[config.mk]
export PLATFORM = sky130hd
export DESIGN_NAME = legv8_instr_encoder_flat
export DESIGN_NICKNAME = d
export VERILOG_FILES = /design/src/rtl/legv8_pkg.sv /design/src/rtl/legv8_instr_encoder_if.sv /design/src/rtl/instr_fifo.sv /design/src/rtl/legv8_instr_encoder.sv /design/src/flat_wrapper.sv
export SDC_FILE = /design/constraint.sdc
export NUM_CORES = 1
export LEC_CHECK = 0
export ABC_AREA = 1
export BUFFER_PORTS_ARGS = -buffer_cell sky130_fd_sc_hd__clkbuf_2
export CAP_MARGIN = 20
export CORE_MARGIN = 1
export CORE_UTILIZATION = 50
export DETAILED_ROUTE_END_ITERATION = 7
export HOLD_SLACK_MARGIN = 0.1
export PLACE_DENSITY = 0.72
export SLEW_MARGIN = 25
export SYNTH_ARGS = -nofsm -noshare
export SYNTH_HDL_FRONTEND = slang
export SYNTH_SLANG_ARGS = --single-unit
export TNS_END_PERCENT = 20
[constraint.sdc]
create_clock -name clk -period 3 [get_ports clk]
set_input_delay 0.45 -clock clk [delete_from_list [all_inputs] [get_ports clk]]
set_output_delay 0.45 -clock clk [all_outputs]
set_load 0.02 [all_outputs]
[src/rtl/legv8_pkg.sv]
// Shared LEGv8 encoding definitions: op enumeration, opcode fields, D-type offset range,
// and the field-to-word encode function used by the encoder (and maindec tests).
package legv8_pkg;

  typedef enum logic [2:0] {
    OpLdur = 3'd0,
    OpStur = 3'd1,
    OpCbz  = 3'd2,
    OpAdd  = 3'd3,
    OpSub  = 3'd4,
    OpAnd  = 3'd5,
    OpOrr  = 3'd6
  } op_t;

  localparam logic [10:0] OPC_LDUR = 11'b11111000010;
  localparam logic [10:0] OPC_STUR = 11'b11111000000;
  localparam logic [10:0] OPC_ADD  = 11'b10001011000;
  localparam logic [10:0] OPC_SUB  = 11'b11001011000;
  localparam logic [10:0] OPC_AND  = 11'b10001010000;
  localparam logic [10:0] OPC_ORR  = 11'b10101010000;
  localparam logic [7:0]  OPC_CBZ  = 8'b10110100;

  localparam int DT_MIN = -256;
  localparam int DT_MAX = 255;

  typedef struct packed {
    logic        legal;
    logic [31:0] word;
  } enc_t;

  function automatic enc_t encode(op_t op, logic [4:0] rd, logic [4:0] rn, logic [4:0] rm,
                                  logic [18:0] imm);
    enc_t e;
    int   simm;
    e.legal = 1'b1;
    e.word  = '0;
    simm    = int'($signed(imm));
    case (op)
      OpLdur: begin
        e.word  = {OPC_LDUR, imm[8:0], 2'b00, rn, rd};
        e.legal = (simm >= DT_MIN) && (simm <= DT_MAX);
      end
      OpStur: begin
        e.word  = {OPC_STUR, imm[8:0], 2'b00, rn, rd};
        e.legal = (simm >= DT_MIN) && (simm <= DT_MAX);
      end
      OpCbz:   e.word = {OPC_CBZ, imm, rd};
      OpAdd:   e.word = {OPC_ADD, rm, 6'b0, rn, rd};
      OpSub:   e.word = {OPC_SUB, rm, 6'b0, rn, rd};
      OpAnd:   e.word = {OPC_AND, rm, 6'b0, rn, rd};
      OpOrr:   e.word = {OPC_ORR, rm, 6'b0, rn, rd};
      default: e.legal = 1'b0;
    endcase
    return e;
  endfunction

endpackage

[src/rtl/legv8_instr_encoder_if.sv]
// Field-bundle input handshake and instruction-memory write stream of the encoder.
interface legv8_instr_encoder_if #(
  parameter int unsigned ADDR_W = 6
);
  import legv8_pkg::*;

  logic              in_valid;
  logic              in_ready;
  op_t               in_op;
  logic [4:0]        in_rd;
  logic [4:0]        in_rn;
  logic [4:0]        in_rm;
  logic [18:0]       in_imm;
  logic              out_valid;
  logic              out_ready;
  logic [31:0]       out_instr;
  logic [ADDR_W-1:0] out_addr;
  logic              err;

  modport master (
    output in_valid, in_op, in_rd, in_rn, in_rm, in_imm, out_ready,
    input  in_ready, out_valid, out_instr, out_addr, err
  );

  modport slave (
    input  in_valid, in_op, in_rd, in_rn, in_rm, in_imm, out_ready,
    output in_ready, out_valid, out_instr, out_addr, err
  );

endinterface

[src/rtl/instr_fifo.sv]
// Synchronous FIFO with a synchronous flush; head entry is read combinationally.
module instr_fifo #(
  parameter int unsigned WIDTH = 38,
  parameter int unsigned DEPTH = 4
) (
  input  logic             clk,
  input  logic             reset,
  input  logic             flush,
  input  logic             push,
  input  logic             pop,
  input  logic [WIDTH-1:0] wdata,
  output logic [WIDTH-1:0] rdata,
  output logic             full,
  output logic             empty
);
  localparam int unsigned PTR_W = $clog2(DEPTH);

  logic [WIDTH-1:0] mem_q [DEPTH];
  logic [PTR_W:0]   wr_ptr_q, rd_ptr_q;
  logic             push_en, pop_en;

  // Extra pointer MSB distinguishes full from empty when the indices match.
  assign full    = (wr_ptr_q[PTR_W] != rd_ptr_q[PTR_W]) &&
                   (wr_ptr_q[PTR_W-1:0] == rd_ptr_q[PTR_W-1:0]);
  assign empty   = (wr_ptr_q == rd_ptr_q);
  assign push_en = push && !full && !flush;
  assign pop_en  = pop && !empty && !flush;
  assign rdata   = mem_q[rd_ptr_q[PTR_W-1:0]];

  always_ff @(posedge clk or negedge reset) begin
    if (!reset) begin
      wr_ptr_q <= '0;
      rd_ptr_q <= '0;
    end else if (flush) begin
      wr_ptr_q <= '0;
      rd_ptr_q <= '0;
    end else begin
      if (push_en) wr_ptr_q <= wr_ptr_q + 1'b1;
      if (pop_en)  rd_ptr_q <= rd_ptr_q + 1'b1;
    end
  end

  always_ff @(posedge clk) begin
    if (push_en) mem_q[wr_ptr_q[PTR_W-1:0]] <= wdata;
  end

endmodule

[src/rtl/legv8_instr_encoder.sv]
// Encodes symbolic LEGv8 field bundles into machine words and streams them, with
// auto-incrementing word addresses, to the instruction-memory write port.
module legv8_instr_encoder
  import legv8_pkg::*;
#(
  parameter int unsigned       DEPTH     = 4,
  parameter int unsigned       ADDR_W    = 6,
  parameter logic [ADDR_W-1:0] BASE_ADDR = '0
) (
  input logic                  clk,
  input logic                  reset,
  input logic                  clear,
  legv8_instr_encoder_if.slave bus
);
  logic              full, empty, accept, push, pop;
  logic              err_q;
  logic [ADDR_W-1:0] addr_q;
  logic [31+ADDR_W:0] head;
  enc_t              enc;

  assign enc    = encode(bus.in_op, bus.in_rd, bus.in_rn, bus.in_rm, bus.in_imm);
  assign accept = bus.in_valid && !full;
  assign push   = accept && enc.legal && !clear;
  assign pop    = bus.out_ready && !empty && !clear;

  instr_fifo #(
    .WIDTH(32 + ADDR_W),
    .DEPTH(DEPTH)
  ) u_fifo (
    .clk  (clk),
    .reset(reset),
    .flush(clear),
    .push (push),
    .pop  (pop),
    .wdata({enc.word, addr_q}),
    .rdata(head),
    .full (full),
    .empty(empty)
  );

  // Illegal bundles are consumed without advancing the address; err flags them next cycle.
  always_ff @(posedge clk or negedge reset) begin
    if (!reset) begin
      addr_q <= BASE_ADDR;
      err_q  <= 1'b0;
    end else if (clear) begin
      addr_q <= BASE_ADDR;
      err_q  <= 1'b0;
    end else begin
      err_q <= accept && !enc.legal;
      if (push) addr_q <= addr_q + 1'b1;
    end
  end

  always_comb begin
    bus.in_ready  = !full;
    bus.out_valid = !empty;
    bus.err       = err_q;
    bus.out_instr = empty ? 32'd0 : head[31+ADDR_W:ADDR_W];
    bus.out_addr  = empty ? BASE_ADDR : head[ADDR_W-1:0];
  end

endmodule

[src/flat_wrapper.sv]
// flat-port wrapper written by rule: the top's interface ports become plain ports
module legv8_instr_encoder_flat import legv8_pkg::*;
#(
  parameter int unsigned       DEPTH     = 4,
  parameter int unsigned       ADDR_W    = 6,
  parameter logic [ADDR_W-1:0] BASE_ADDR = '0
)
  (clk, reset, clear, bus_in_valid, bus_in_op, bus_in_rd, bus_in_rn, bus_in_rm, bus_in_imm, bus_out_ready, bus_in_ready, bus_out_valid, bus_out_instr, bus_out_addr, bus_err);
  legv8_instr_encoder_if #(.ADDR_W(ADDR_W)) bus_i ();
  input logic clk;
  input logic reset;
  input logic clear;
  input wire logic [$bits(bus_i.in_valid)-1:0] bus_in_valid;
  input wire logic [$bits(bus_i.in_op)-1:0] bus_in_op;
  input wire logic [$bits(bus_i.in_rd)-1:0] bus_in_rd;
  input wire logic [$bits(bus_i.in_rn)-1:0] bus_in_rn;
  input wire logic [$bits(bus_i.in_rm)-1:0] bus_in_rm;
  input wire logic [$bits(bus_i.in_imm)-1:0] bus_in_imm;
  input wire logic [$bits(bus_i.out_ready)-1:0] bus_out_ready;
  output wire logic [$bits(bus_i.in_ready)-1:0] bus_in_ready;
  output wire logic [$bits(bus_i.out_valid)-1:0] bus_out_valid;
  output wire logic [$bits(bus_i.out_instr)-1:0] bus_out_instr;
  output wire logic [$bits(bus_i.out_addr)-1:0] bus_out_addr;
  output wire logic [$bits(bus_i.err)-1:0] bus_err;
  assign bus_i.in_valid = bus_in_valid;
  assign bus_i.in_op = bus_in_op;
  assign bus_i.in_rd = bus_in_rd;
  assign bus_i.in_rn = bus_in_rn;
  assign bus_i.in_rm = bus_in_rm;
  assign bus_i.in_imm = bus_in_imm;
  assign bus_i.out_ready = bus_out_ready;
  assign bus_in_ready = bus_i.in_ready;
  assign bus_out_valid = bus_i.out_valid;
  assign bus_out_instr = bus_i.out_instr;
  assign bus_out_addr = bus_i.out_addr;
  assign bus_err = bus_i.err;
  legv8_instr_encoder #(.DEPTH(DEPTH), .ADDR_W(ADDR_W), .BASE_ADDR(BASE_ADDR)) u_core (.clk(clk), .reset(reset), .clear(clear), .bus(bus_i));
endmodule
==> impl_summary.log, run 1 <==
INFO  metric global_route_wire_length_before_repair = roughly 23000 um
INFO  metric drt-total-wl = 15300 um
INFO  metric timing.clock.skew = 0.0116 ns
INFO  metric worst-setup-path-type = reg2out
INFO  metric numCtsBuffers = 17
INFO  metric post_synth_inst_count = around 650
INFO  metric netlist_top_cells_count = edfxtp_1, nor2_1, nand2_1
INFO  metric cellPowerDensity = approximately 660 nW/um2
INFO  metric worst_path_max_delay_cell = buf_4
INFO  metric route.detailed.drc = 0
INFO  metric avgSynthCellArea = 11.1 um2
INFO  metric endpoint_kind = primary output
INFO  metric h_tree_levels = 4
INFO  metric globalRouteOverflowTotal = 0
INFO  metric gpl.final_weighted_congestion = 0.859
INFO  metric post_cts.repair.setup_buffers = 0
INFO  metric power.leakage = approximately 0.0035 uW
INFO  metric drt-pass1-iter-count = 5
INFO  metric largest_net_degree_at_the_start_of_global_routing = 77
INFO  metric initial_utilization = between 50% and 60%
INFO  metric max_freq = 0.365 GHz
INFO  metric utilization = between 60% and 70%
INFO  metric die_width = roughly 120 um
INFO  metric shortest_clock_period_the_worst_path_allows_after_layout = roughly 2.7 ns
INFO  metric clkTransAtPathRegs = about 0.06 ns
INFO  metric mapped_area = ~7300 um2
INFO  metric critPathLaunchType = register
INFO  metric share_of_synthesized_cell_area_in_full_adder_half_adder_and_majority_cells = under 10%
INFO  metric syn2layout_area_growth = 16.5%
INFO  metric worst_slew_pin_slew = 0.738 ns
INFO  metric post_synth_and_or_nand_nor_area_fraction = around 15%
INFO  metric layout.cell_area.non_filler = approximately 8500 um2
INFO  metric worst_skew_pair.late_latency = around 0.42 ns
INFO  metric numClockSinks = 165
INFO  metric cts_tree = yes
INFO  metric buffer_ports.inserted = 82
INFO  metric final_antenna_net_count = 0
INFO  metric grt_setup_unrepaired = false
INFO  metric drv_cap = 0
INFO  metric dominant_combinational_cell_family_by_area_after_synthesis = simple AND/OR/NAND/NOR gates
INFO  metric die-height = between 100 and 150 um
INFO  metric vias = around 5000
INFO  metric synth_largest_type_area_fraction = between 60 and 70%
INFO  metric core_region_area = between 10000 and 15000 um2
INFO  metric design.die.area = roughly 15000 um2
INFO  metric timing.slew.headroom = between 50% and 60%
INFO  metric synthXorXnorAreaFrac = less than 1%
INFO  metric synth_area_leader_cell = edfxtp_1
INFO  metric worst_ir_drop_vdd = approximately 0.44 mV
INFO  metric antenna_cells = 0
INFO  metric synth_enable_flop_cells = 152
INFO  metric hold_path.class = in2reg
INFO  metric dpl.hpwl = between 9000 and 10000 um
INFO  metric synthMuxAreaShare = 0%
INFO  metric critical_path_arrival = roughly 2.3 ns
INFO  metric root_buffer_cell = clkbuf_16
INFO  metric layoutNonFillerInstCount = 924
INFO  metric crit_required = 2.55 ns
INFO  metric per_cell_via_count_in_the_routed_design = approximately 5.4
INFO  metric report.final.slew_viol_count = 0
INFO  metric ctsLongestPathBuffers = 2
INFO  metric numPlacedInstances = roughly 900
INFO  metric num-nets-final = 781
INFO  metric post_route_cells_drive_above_1_share = 18.8%
INFO  metric io_pins = 83
INFO  metric post_synth_num_cell_types = 31
INFO  metric postSynthRegisterBits = around 170
INFO  metric fill_cells = around 1100
INFO  metric grt_antenna_before_repair = 0
INFO  metric wl_per_instance = roughly 17 um
INFO  metric timing.final.hold_violations = 0
INFO  metric grtUsageTotal = about a fifth
INFO  metric detailed_place.area = a little under 8000 um2
INFO  metric seqCellArea = around 4900 um2
INFO  metric post_synth_main_area_contributors = edfxtp_1, nor2_1, nand2_1
INFO  metric final_count_of_negative_setup_slack_endpoints = 0
INFO  metric num_rows = 43
INFO  metric ys_warn_count = 0
INFO  metric fin_worst_hold_slack = ~0.3 ns
INFO  metric post-layout-total-power = about 5600 uW
INFO  metric final_min_period_over_clock_period = 91.3%
INFO  metric synth_top_flop_cell = edfxtp_1
INFO  metric synth_compound_gate_area_share = a little under a tenth
INFO  metric first_global_vias = around 4600
INFO  metric async_flop_share = between 7 and 8%
INFO  metric seq_area_frac_synth = 67.3%
INFO  metric area_occupied_by_multi_input_gates = approximately 2000 um2
INFO  metric critPathMaxStageDelay = around 0.6 ns
INFO  metric outcome = completed
INFO  metric critical_path_peak_fanout = between 70 and 80
INFO  metric syn_nets = 701
INFO  metric drt_iter0_markers = 430
INFO  metric critical_path.cell_chain = buf_4 -> nor2_1 -> o32ai_1 -> nand2_1 -> inv_1 -> clkbuf_2
INFO  metric most_common_cell_in_the_netlist = edfxtp_1
-- area by class of cell --
| cell class | instances | area share [%] |
|---|---|---|
| Tap cell | 180 | 2.66 |
| Clock inverter | 11 | 1.03 |
| Timing Repair Buffer | 95 | 6.92 |
| Multi-Input combinational cell | 376 | 23.0 |
| Sequential cell | 165 | 57.8 |
| Clock buffer | 20 | 5.16 |
| Inverter | 77 | 3.41 |
-- sequential cells by signal (all words and copies together), names as in the netlist --
name                    flops
u_core.bus.err              1
u_core.addr_q               6
u_core.u_fifo.mem_q       152
u_core.u_fifo.rd_ptr_q      3
u_core.u_fifo.wr_ptr_q      3
-- stage by stage --
step	setup slack, ns	TNS, ns
2_1_floorplan	-0.395	-60.09
3_3_place_gp	0.743	0
3_5_place_dp	0.689	0
4_1_cts	0.251	0
5_1_grt	0.115	0
6_report	0.261	0
-- layer usage --
layer / part of all wire (%) / wire (um) / vias up / track usage (%)
met5: 0 / 0 / - / 0
met4: 2.4 / 369 / 0 / 8.99
met3: 4.1 / 619 / 27 / 5.39
met2: 51 / 7750 / 143 / 34.2
met1: 43 / 6540 / 2438 / 27.1
li1: - / - / 2403 / -
-- placed cells by master, fill, tap and decap left out, types with 7 or more instances in the layout --
master,synthesis,routed
nand2_1,89,89
o21ai_0,52,52
clkbuf_16,0,17
nor2_1,136,132
edfxtp_1,152,152
inv_1,75,75
ha_1,7,7
nand3_2,7,7
clkbuf_2,0,82
dfrtp_1,13,11
nand3_1,13,13
o32ai_1,38,38
-- final timing paths --
path	endpoint	slack, ns	start	cells after the start
min	u_core.bus.err$_DFF_PN0_	0.30	bus_in_valid	3
min reg2reg	u_core.u_fifo.wr_ptr_q[2]$_DFFE_PN0P_	0.57	u_core.u_fifo.wr_ptr_q[2]$_DFFE_PN0P_	2
max in group asynchronous	u_core.u_fifo.rd_ptr_q[0]$_DFFE_PN0P_	2.28	reset	2
max reg2reg	u_core.u_fifo.mem_q[0][33]$_DFFE_PP_	1.05	u_core.u_fifo.wr_ptr_q[0]$_DFFE_PN0P_	7
max	bus_out_instr[14]	0.26	u_core.u_fifo.rd_ptr_q[0]$_DFFE_PN0P_	6
min in group asynchronous	u_core.u_fifo.wr_ptr_q[2]$_DFFE_PN0P_	0.45	reset	2
-- worst max-delay path: cells and delay by family (launching register included) --
family	cells	cell delay, ns
AO/OA/AOI/OAI	1	0.36
buffers and inverters	3	0.83
flip-flops	1	0.40
AND/OR/NAND/NOR	2	0.24
-- cell families (layout without fill, tap and decap cells) --
logic type,after synthesis,count (layout)
DFF,165,165
AOI/OAI and AO/OA,101,101
adders and majority gates,7,7
and+or+nand+nor,260,260
buffers and inverters,111,203
xor gates and xnor gates,8,8
-- what timing repair did --
action / in CTS / in global routing
endpoints found under the setup margin: 0 / 0
hold endpoints to repair: 13 / 0
gates resized for setup: 0 / 0
hold buffers: 1 / 0
-- report_power, final --
part           total (uW)  switching, uW  internal [uW]
clock                1950            828           1120
combinational        1030            713            313
sequential           2600           23.7           2580
total                5570           1560           4010
Power figures use the tool's default switching activity.
==> run 2: changes to the inputs <==
--- a/config.mk
+++ b/config.mk
@@ -8,11 +8,11 @@
 export ABC_AREA = 1
 export BUFFER_PORTS_ARGS = -buffer_cell sky130_fd_sc_hd__clkbuf_2
 export CAP_MARGIN = 20
-export CORE_MARGIN = 1
+export CORE_MARGIN = 1.5
 export CORE_UTILIZATION = 50
 export DETAILED_ROUTE_END_ITERATION = 7
 export HOLD_SLACK_MARGIN = 0.1
-export PLACE_DENSITY = 0.72
+export PLACE_DENSITY = 0.69
 export SLEW_MARGIN = 25
 export SYNTH_ARGS = -nofsm -noshare
 export SYNTH_HDL_FRONTEND = slang
==> constraint.sdc (replaced) <==
create_clock -name clk -period 2.7 [get_ports clk]
set_input_delay 0.405 -clock clk [delete_from_list [all_inputs] [get_ports clk]]
set_output_delay 0.405 -clock clk [all_outputs]
set_load 0.02 [all_outputs]
==> impl_summary.log, run 2 (synthesis results as in run 1) <==
INFO  metric buffer_ports.inserted = 82 (unchanged)
INFO  metric syn2layout_area_growth = 17.8% (was 16.5%)
INFO  metric core_region_area = 14000 um2 (unchanged)
INFO  metric numPlacedInstances = 895 (was 892)
INFO  metric clkTransAtPathRegs = 0.06 ns (about the same)
INFO  metric final_min_period_over_clock_period = 94.6%
INFO  metric dpl.hpwl = 9810 um (was 9370 um)
INFO  metric critical_path_peak_fanout = 44 (was 76)
INFO  metric detailed_place.area = 7940 um2 (was 7930 um2)
INFO  metric fin_worst_hold_slack = 0.265 ns (was 0.304 ns)
INFO  metric antenna_cells = 0 (unchanged)
INFO  metric worst-setup-path-type = reg2out (unchanged)
INFO  metric num_rows = 43 (unchanged)
INFO  metric timing.slew.headroom = 55.6% (was 50.8%)
INFO  metric crit_required = 2.30 ns (was 2.55 ns)
INFO  metric layout.cell_area.non_filler = 8550 um2 (was 8460 um2)
INFO  metric wl_met3 = 1030 um (was 619 um)
INFO  metric worst_ir_drop_vdd = 0.431 mV (was 0.444 mV)
INFO  metric route.detailed.drc = 0 (unchanged)
INFO  metric layoutNonFillerInstCount = 928 (was 924)
INFO  metric grtUsageTotal = 22.2% (was 21.2%)
INFO  metric numCtsBuffers = 17 (unchanged)
INFO  metric critPathLaunchType = register (unchanged)
INFO  metric die_width = 124 um (was 123 um)
INFO  metric power.leakage = 0.00358 uW (was 0.00351 uW)
INFO  metric vias = 5105 (was 5011)
INFO  metric setup_total_negative_slack = 0 ns (unchanged)
INFO  metric grt_setup_unrepaired = false (unchanged)
INFO  metric global_route_wire_length_before_repair = 24800 um (was 23300 um)
INFO  metric final_antenna_net_count = 0 (unchanged)
INFO  metric drv_cap = 0 (unchanged)
INFO  metric wl_met1 = 6550 um (was 6540 um)
INFO  metric io_pins = 83 (unchanged)
INFO  metric max_freq = 0.392 GHz
INFO  metric per_cell_via_count_in_the_routed_design = 5.50 (was 5.42)
INFO  metric h_tree_levels = 4 (unchanged)
INFO  metric final_count_of_negative_setup_slack_endpoints = 0 (unchanged)
INFO  metric ctsLongestPathBuffers = 2 (unchanged)
INFO  metric worst_skew_pair.late_latency = 0.42 ns (about the same)
INFO  metric drt-pass1-iter-count = 5 (unchanged)
INFO  metric timing.final.hold_violations = 0 (unchanged)
INFO  metric cellPowerDensity = 754 nW/um2 (was 659 nW/um2)
INFO  metric drt-total-wl = 16000 um (was 15300 um)
INFO  metric shortest_clock_period_the_worst_path_allows_after_layout = between 2 and 3 ns
INFO  metric gpl.final_weighted_congestion = 0.822 (was 0.859)
INFO  metric largest_register_ff_count = 152 (unchanged)
INFO  metric design.die.area = 15300 um2 (was 15000 um2)
INFO  metric route.met2.wl = 8170 um (was 7750 um)
INFO  metric numClockSinks = 165 (unchanged)
INFO  metric outcome = completed (unchanged)
INFO  metric hold_path.class = in2reg (unchanged)
INFO  metric first_global_vias = 4902 (was 4640)
INFO  metric largest_net_degree_at_the_start_of_global_routing = 79 (was 77)
INFO  metric cts_tree = yes (unchanged)
INFO  metric endpoint_kind = primary output (unchanged)
INFO  metric root_buffer_cell = clkbuf_16 (unchanged)
INFO  metric critical_path_arrival = 2.15 ns (was 2.29 ns)
INFO  metric num-nets-final = 784 (was 781)
INFO  metric grt_antenna_before_repair = 0 (unchanged)
INFO  metric drt_iter0_markers = 442 (was 430)
INFO  metric globalRouteOverflowTotal = 0 (unchanged)
INFO  metric report.final.slew_viol_count = 0 (unchanged)
INFO  metric initial_utilization = 51.7% (unchanged)
INFO  metric timing.clock.skew = 0.00442 ns (was 0.0116 ns)
INFO  metric post_route_cells_drive_above_1_share = 19.3% (was 18.8%)
INFO  metric setup.reg_to_reg.worst_slack = 0.69 ns (was 1.05 ns)
INFO  metric die-height = 124 um (was 123 um)
INFO  metric wl_per_instance = 17.3 um (was 16.5 um)
INFO  metric post_cts.repair.setup_buffers = 0 (unchanged)
INFO  metric mostFrequentLayoutCell = edfxtp_1 (unchanged)
INFO  metric worst_slew_pin_slew = 0.660 ns (was 0.738 ns)
INFO  metric mostFrequentLayoutCells = edfxtp_1, nor2_1, nand2_1 (unchanged)
INFO  metric highest_layer = met4 (unchanged)
-- run 2: cell types whose count changed in the layout (fill, tap and decap cells not counted) --
| cell | change |
|---|---|
| clkbuf_8 | +6 |
| buf_4 | +4 |
| clkinvlp_4 | -4 |
| clkbuf_1 | +3 |
| clkinv_1 | -2 |
| clkinv_2 | -2 |
| buf_12 | -1 |
| bufinv_16 | +1 |
| inv_2 | -1 |
| o32ai_1 | -1 |
| o32ai_2 | +1 |
-- run 2: report_power, final --
part	internal, uW	switching [uW]
clock	1510	888
sequential	2860	27.4
combinational	360	807
total	4730	1720
-- run 2: worst paths after layout --
path	startpoint	to	cells past startpoint
min	bus_in_valid	u_core.bus.err$_DFF_PN0_	3
min in group asynchronous	reset	u_core.addr_q[0]$_DFFE_PN0P_	2
max	u_core.u_fifo.rd_ptr_q[0]$_DFFE_PN0P_	bus_out_instr[29]	7
max reg2reg	u_core.u_fifo.wr_ptr_q[0]$_DFFE_PN0P_	u_core.u_fifo.mem_q[0][14]$_DFFE_PP_	7
min reg2reg	u_core.u_fifo.wr_ptr_q[2]$_DFFE_PN0P_	u_core.u_fifo.wr_ptr_q[2]$_DFFE_PN0P_	2
max in group asynchronous	reset	u_core.u_fifo.rd_ptr_q[1]$_DFFE_PN0P_	2
-- run 2: metal layers --
metal	vias up	global-route usage (%)
met1	2488	27.4
met4	0	8.55
li1	2410	-
met3	20	4.98
met5	-	0
met2	187	38.1
-- run 2: layout make-up --
type	count	area, um2
fillers	1128	5490
flip-flops and latches	165	4890
multi-input cells	376	1960
repair buffers	98	596
clock buffers	29	531
inverters	77	290
well taps	180	225
clock inverters	3	65.1
-- run 2: timing repair --
item / in CTS / in global routing
resized for setup: 0 / 2
endpoints found under the setup margin: 0 / 4
endpoints found under the hold margin: 13 / 0
hold buffers: 1 / 0
-- run 2: critical path, cell delays in order, from the launching register on --
cell and delay [ns]:
dfrtp_2 0.45, clkinv_2 0.23, buf_12 0.26, nor2_1 0.07, o32ai_1 0.37, nand2_1 0.09, inv_1 0.07, clkbuf_2 0.16
-- run 2: stage by stage --
stage | total power (uW) | utilization (%) | setup slack, ns
after floorplan | 3710 | - | -0.0103
after global placement | 4090 | 56.5 | 0.520
after detailed placement | 4110 | 56.5 | 0.474
after CTS | 6500 | 60.9 | 0.0283
after global routing | 6720 | 60.9 | 0.0315
final | 6450 | 60.9 | 0.147
==> run 3: changes to the inputs <==
--- a/config.mk
+++ b/config.mk
@@ -9,10 +9,10 @@
 export BUFFER_PORTS_ARGS = -buffer_cell sky130_fd_sc_hd__clkbuf_2
 export CAP_MARGIN = 20
 export CORE_MARGIN = 1.5
-export CORE_UTILIZATION = 50
+export CORE_UTILIZATION = 63
 export DETAILED_ROUTE_END_ITERATION = 7
 export HOLD_SLACK_MARGIN = 0.1
-export PLACE_DENSITY = 0.69
+export PLACE_DENSITY = 0.84
 export SLEW_MARGIN = 25
 export SYNTH_ARGS = -nofsm -noshare
 export SYNTH_HDL_FRONTEND = slang
==> constraint.sdc (replaced) <==
create_clock -name clk -period 3.1 [get_ports clk]
set_input_delay 0.465 -clock clk [delete_from_list [all_inputs] [get_ports clk]]
set_output_delay 0.465 -clock clk [all_outputs]
set_load 0.02 [all_outputs]
==> impl_summary.log, run 3 (synthesis results as in run 1) <==
INFO  metric crit_required = 2.63 ns (was 2.30 ns)
INFO  metric drt_iter0_markers = 475 (was 442)
INFO  metric fill_cells = 714 (was 1128)
INFO  metric detailed_place.area = 7870 um2 (was 7940 um2)
INFO  metric final_count_of_negative_setup_slack_endpoints = 0 (unchanged)
INFO  metric drt-pass1-iter-count = 5 (unchanged)
INFO  metric num_rows = 39 (was 43)
INFO  metric io_pins = 83 (unchanged)
INFO  metric critical_path_peak_fanout = 76 (was 44)
INFO  metric hold_path.class = in2reg (unchanged)
INFO  metric globalRouteOverflowTotal = 0 (unchanged)
INFO  metric worst_skew_pair.late_latency = 0.43 ns (was 0.42 ns)
INFO  metric grt_setup_unrepaired = false (unchanged)
INFO  metric clkTransAtPathRegs = 0.07 ns (was 0.06 ns)
INFO  metric drt-total-wl = 16400 um (was 16000 um)
INFO  metric per_cell_via_count_in_the_routed_design = 5.95 (was 5.50)
INFO  metric route.detailed.drc = 0 (unchanged)
INFO  metric layoutNonFillerInstCount = 889 (was 928)
INFO  metric largest_net_degree_at_the_start_of_global_routing = 77 (was 79)
INFO  metric dpl.hpwl = 9610 um (was 9810 um)
INFO  metric max_freq = approximately 0.35 GHz
INFO  metric timing.clock.skew = 0.0111 ns (was 0.00442 ns)
INFO  metric syn2layout_area_growth = 16.9% (was 17.8%)
INFO  metric critPathLaunchType = register (unchanged)
INFO  metric h_tree_levels = 4 (unchanged)
INFO  metric timing.slew.headroom = 48.9% (was 55.6%)
INFO  metric shortest_clock_period_the_worst_path_allows_after_layout = between 2 and 3 ns
INFO  metric largest_register_ff_count = 152 (unchanged)
INFO  metric cts_tree = yes (unchanged)
INFO  metric report.final.slew_viol_count = 0 (unchanged)
INFO  metric num-nets-final = 782 (was 784)
INFO  metric endpoint_kind = primary output (unchanged)
INFO  metric numCtsBuffers = 17 (unchanged)
INFO  metric die-height = 110 um (was 124 um)
INFO  metric layout.cell_area.non_filler = 8490 um2 (was 8550 um2)
INFO  metric gr-max-usage-layer = met2 (unchanged)
INFO  metric power.leakage = 0.00356 uW (was 0.00358 uW)
INFO  metric grtUsageTotal = 27.3% (was 22.2%)
INFO  metric mostFrequentLayoutCell = edfxtp_1 (unchanged)
INFO  metric grt_antenna_before_repair = 0 (unchanged)
INFO  metric ctsLongestPathBuffers = 2 (unchanged)
INFO  metric core_region_area = 11300 um2 (was 14000 um2)
INFO  metric timing.final.hold_violations = 0 (unchanged)
INFO  metric first_global_vias = 4930 (was 4902)
INFO  metric numClockSinks = 165 (unchanged)
INFO  metric cellPowerDensity = 667 nW/um2 (was 754 nW/um2)
INFO  metric use_met3 = 6.58% (was 4.98%)
INFO  metric buffer_ports.inserted = 82 (unchanged)
INFO  metric worst_ir_drop_vdd = 0.491 mV (was 0.431 mV)
INFO  metric wl_per_instance = 18.5 um (was 17.3 um)
INFO  metric critical_path_arrival = 2.41 ns (was 2.15 ns)
INFO  metric mostFrequentLayoutCells = edfxtp_1, nor2_1, nand2_1 (unchanged)
INFO  metric use_met2 = 45.7% (was 38.1%)
INFO  metric grt.met1_usage = 33.8% (was 27.4%)
INFO  metric root_buffer_cell = clkbuf_16 (unchanged)
INFO  metric global_route_wire_length_before_repair = 24300 um (was 24800 um)
INFO  metric initial_utilization = 64.2% (was 51.7%)
INFO  metric seqCellArea = 4890 um2 (unchanged)
INFO  metric fin_worst_hold_slack = 0.321 ns (was 0.265 ns)
INFO  metric final_min_period_over_clock_period = 92.7%
INFO  metric die_width = 110 um (was 124 um)
INFO  metric post_route_cells_drive_above_1_share = 19.4% (was 19.3%)
INFO  metric setup_total_negative_slack = 0 ns (unchanged)
INFO  metric worst-setup-path-type = reg2out (unchanged)
INFO  metric worst_slew_pin_slew = 0.767 ns (was 0.660 ns)
INFO  metric design.die.area = 12200 um2 (was 15300 um2)
INFO  metric numPlacedInstances = 856 (was 895)
INFO  metric vias = 5289 (was 5105)
INFO  metric final_antenna_net_count = 0 (unchanged)
INFO  metric gpl.final_weighted_congestion = 0.792 (was 0.822)
INFO  metric antenna_cells = 0 (unchanged)
INFO  metric area_occupied_by_multi_input_gates = 1950 um2 (was 1960 um2)
INFO  metric outcome = completed (unchanged)
INFO  metric drv_cap = 0 (unchanged)
==> run 3: area by class of cell <==
cell class              count  area share [%]
repair buffers             96            6.69
clock inverters            11            1.80
clock buffers              21            5.42
inverters                  77            3.40
multi-input cells         376            22.9
flip-flops and latches    165            57.6
well taps                 143            2.11
==> run 3: worst paths after layout <==
kind	slack [ns]	cells after the start	to	from
max	0.23	6	bus_out_instr[25]	u_core.u_fifo.rd_ptr_q[0]$_DFFE_PN0P_
min	0.32	3	u_core.bus.err$_DFF_PN0_	bus_in_valid
max reg2reg	1.00	7	u_core.u_fifo.mem_q[2][13]$_DFFE_PP_	u_core.u_fifo.rd_ptr_q[1]$_DFFE_PN0P_
min reg2reg	0.58	0	u_core.u_fifo.mem_q[0][5]$_DFFE_PP_	u_core.addr_q[5]$_DFFE_PN0P_
max in group asynchronous	2.34	2	u_core.u_fifo.rd_ptr_q[1]$_DFFE_PN0P_	reset
min in group asynchronous	0.48	2	u_core.u_fifo.wr_ptr_q[1]$_DFFE_PN0P_	reset
==> run 3: critical path, cell delays in order (launching register included) <==
cell      delay (ns)
dfrtp_2         0.41
buf_4           0.59
nor2_1          0.15
o32ai_1         0.40
nand2_1         0.10
inv_1           0.10
clkbuf_2        0.17
==> run 3: stage by stage <==
stage | worst slack [ns] | power [uW] | utilization, %
final | 0.228 | 5670 | 75.0
after global routing | 0.0799 | 5870 | 75.0
after CTS | 0.266 | 5690 | 75.0
after detailed placement | 0.497 | 3560 | 69.5
after global placement | 0.574 | 3520 | 69.5
after floorplan | -0.310 | 3230 | -
==> run 3: routing by layer <==
| metal | vias to the layer above | wire length [um] | share of wire [%] |
|---|---|---|---|
| met2 | 250 | 8660 | 53 |
| met4 | 0 | 395 | 2.4 |
| met5 | - | 0 | 0 |
| met1 | 2598 | 6270 | 38 |
| li1 | 2403 | - | - |
| met3 | 38 | 1080 | 6.6 |
==> run 3: repair_timing <==
item                                    in CTS  in global routing
hold buffers                                 1                  0
hold endpoints to repair                    13                  0
buffers inserted                             0                  0
endpoints found under the setup margin       0                  0
gates resized for setup                      0                  0
==> run 3: power breakdown <==
part | total, uW | switching [uW] | internal (uW)
Combinational | 1000 | 702 | 299
Sequential | 2520 | 25.8 | 2490
Clock | 2150 | 834 | 1310
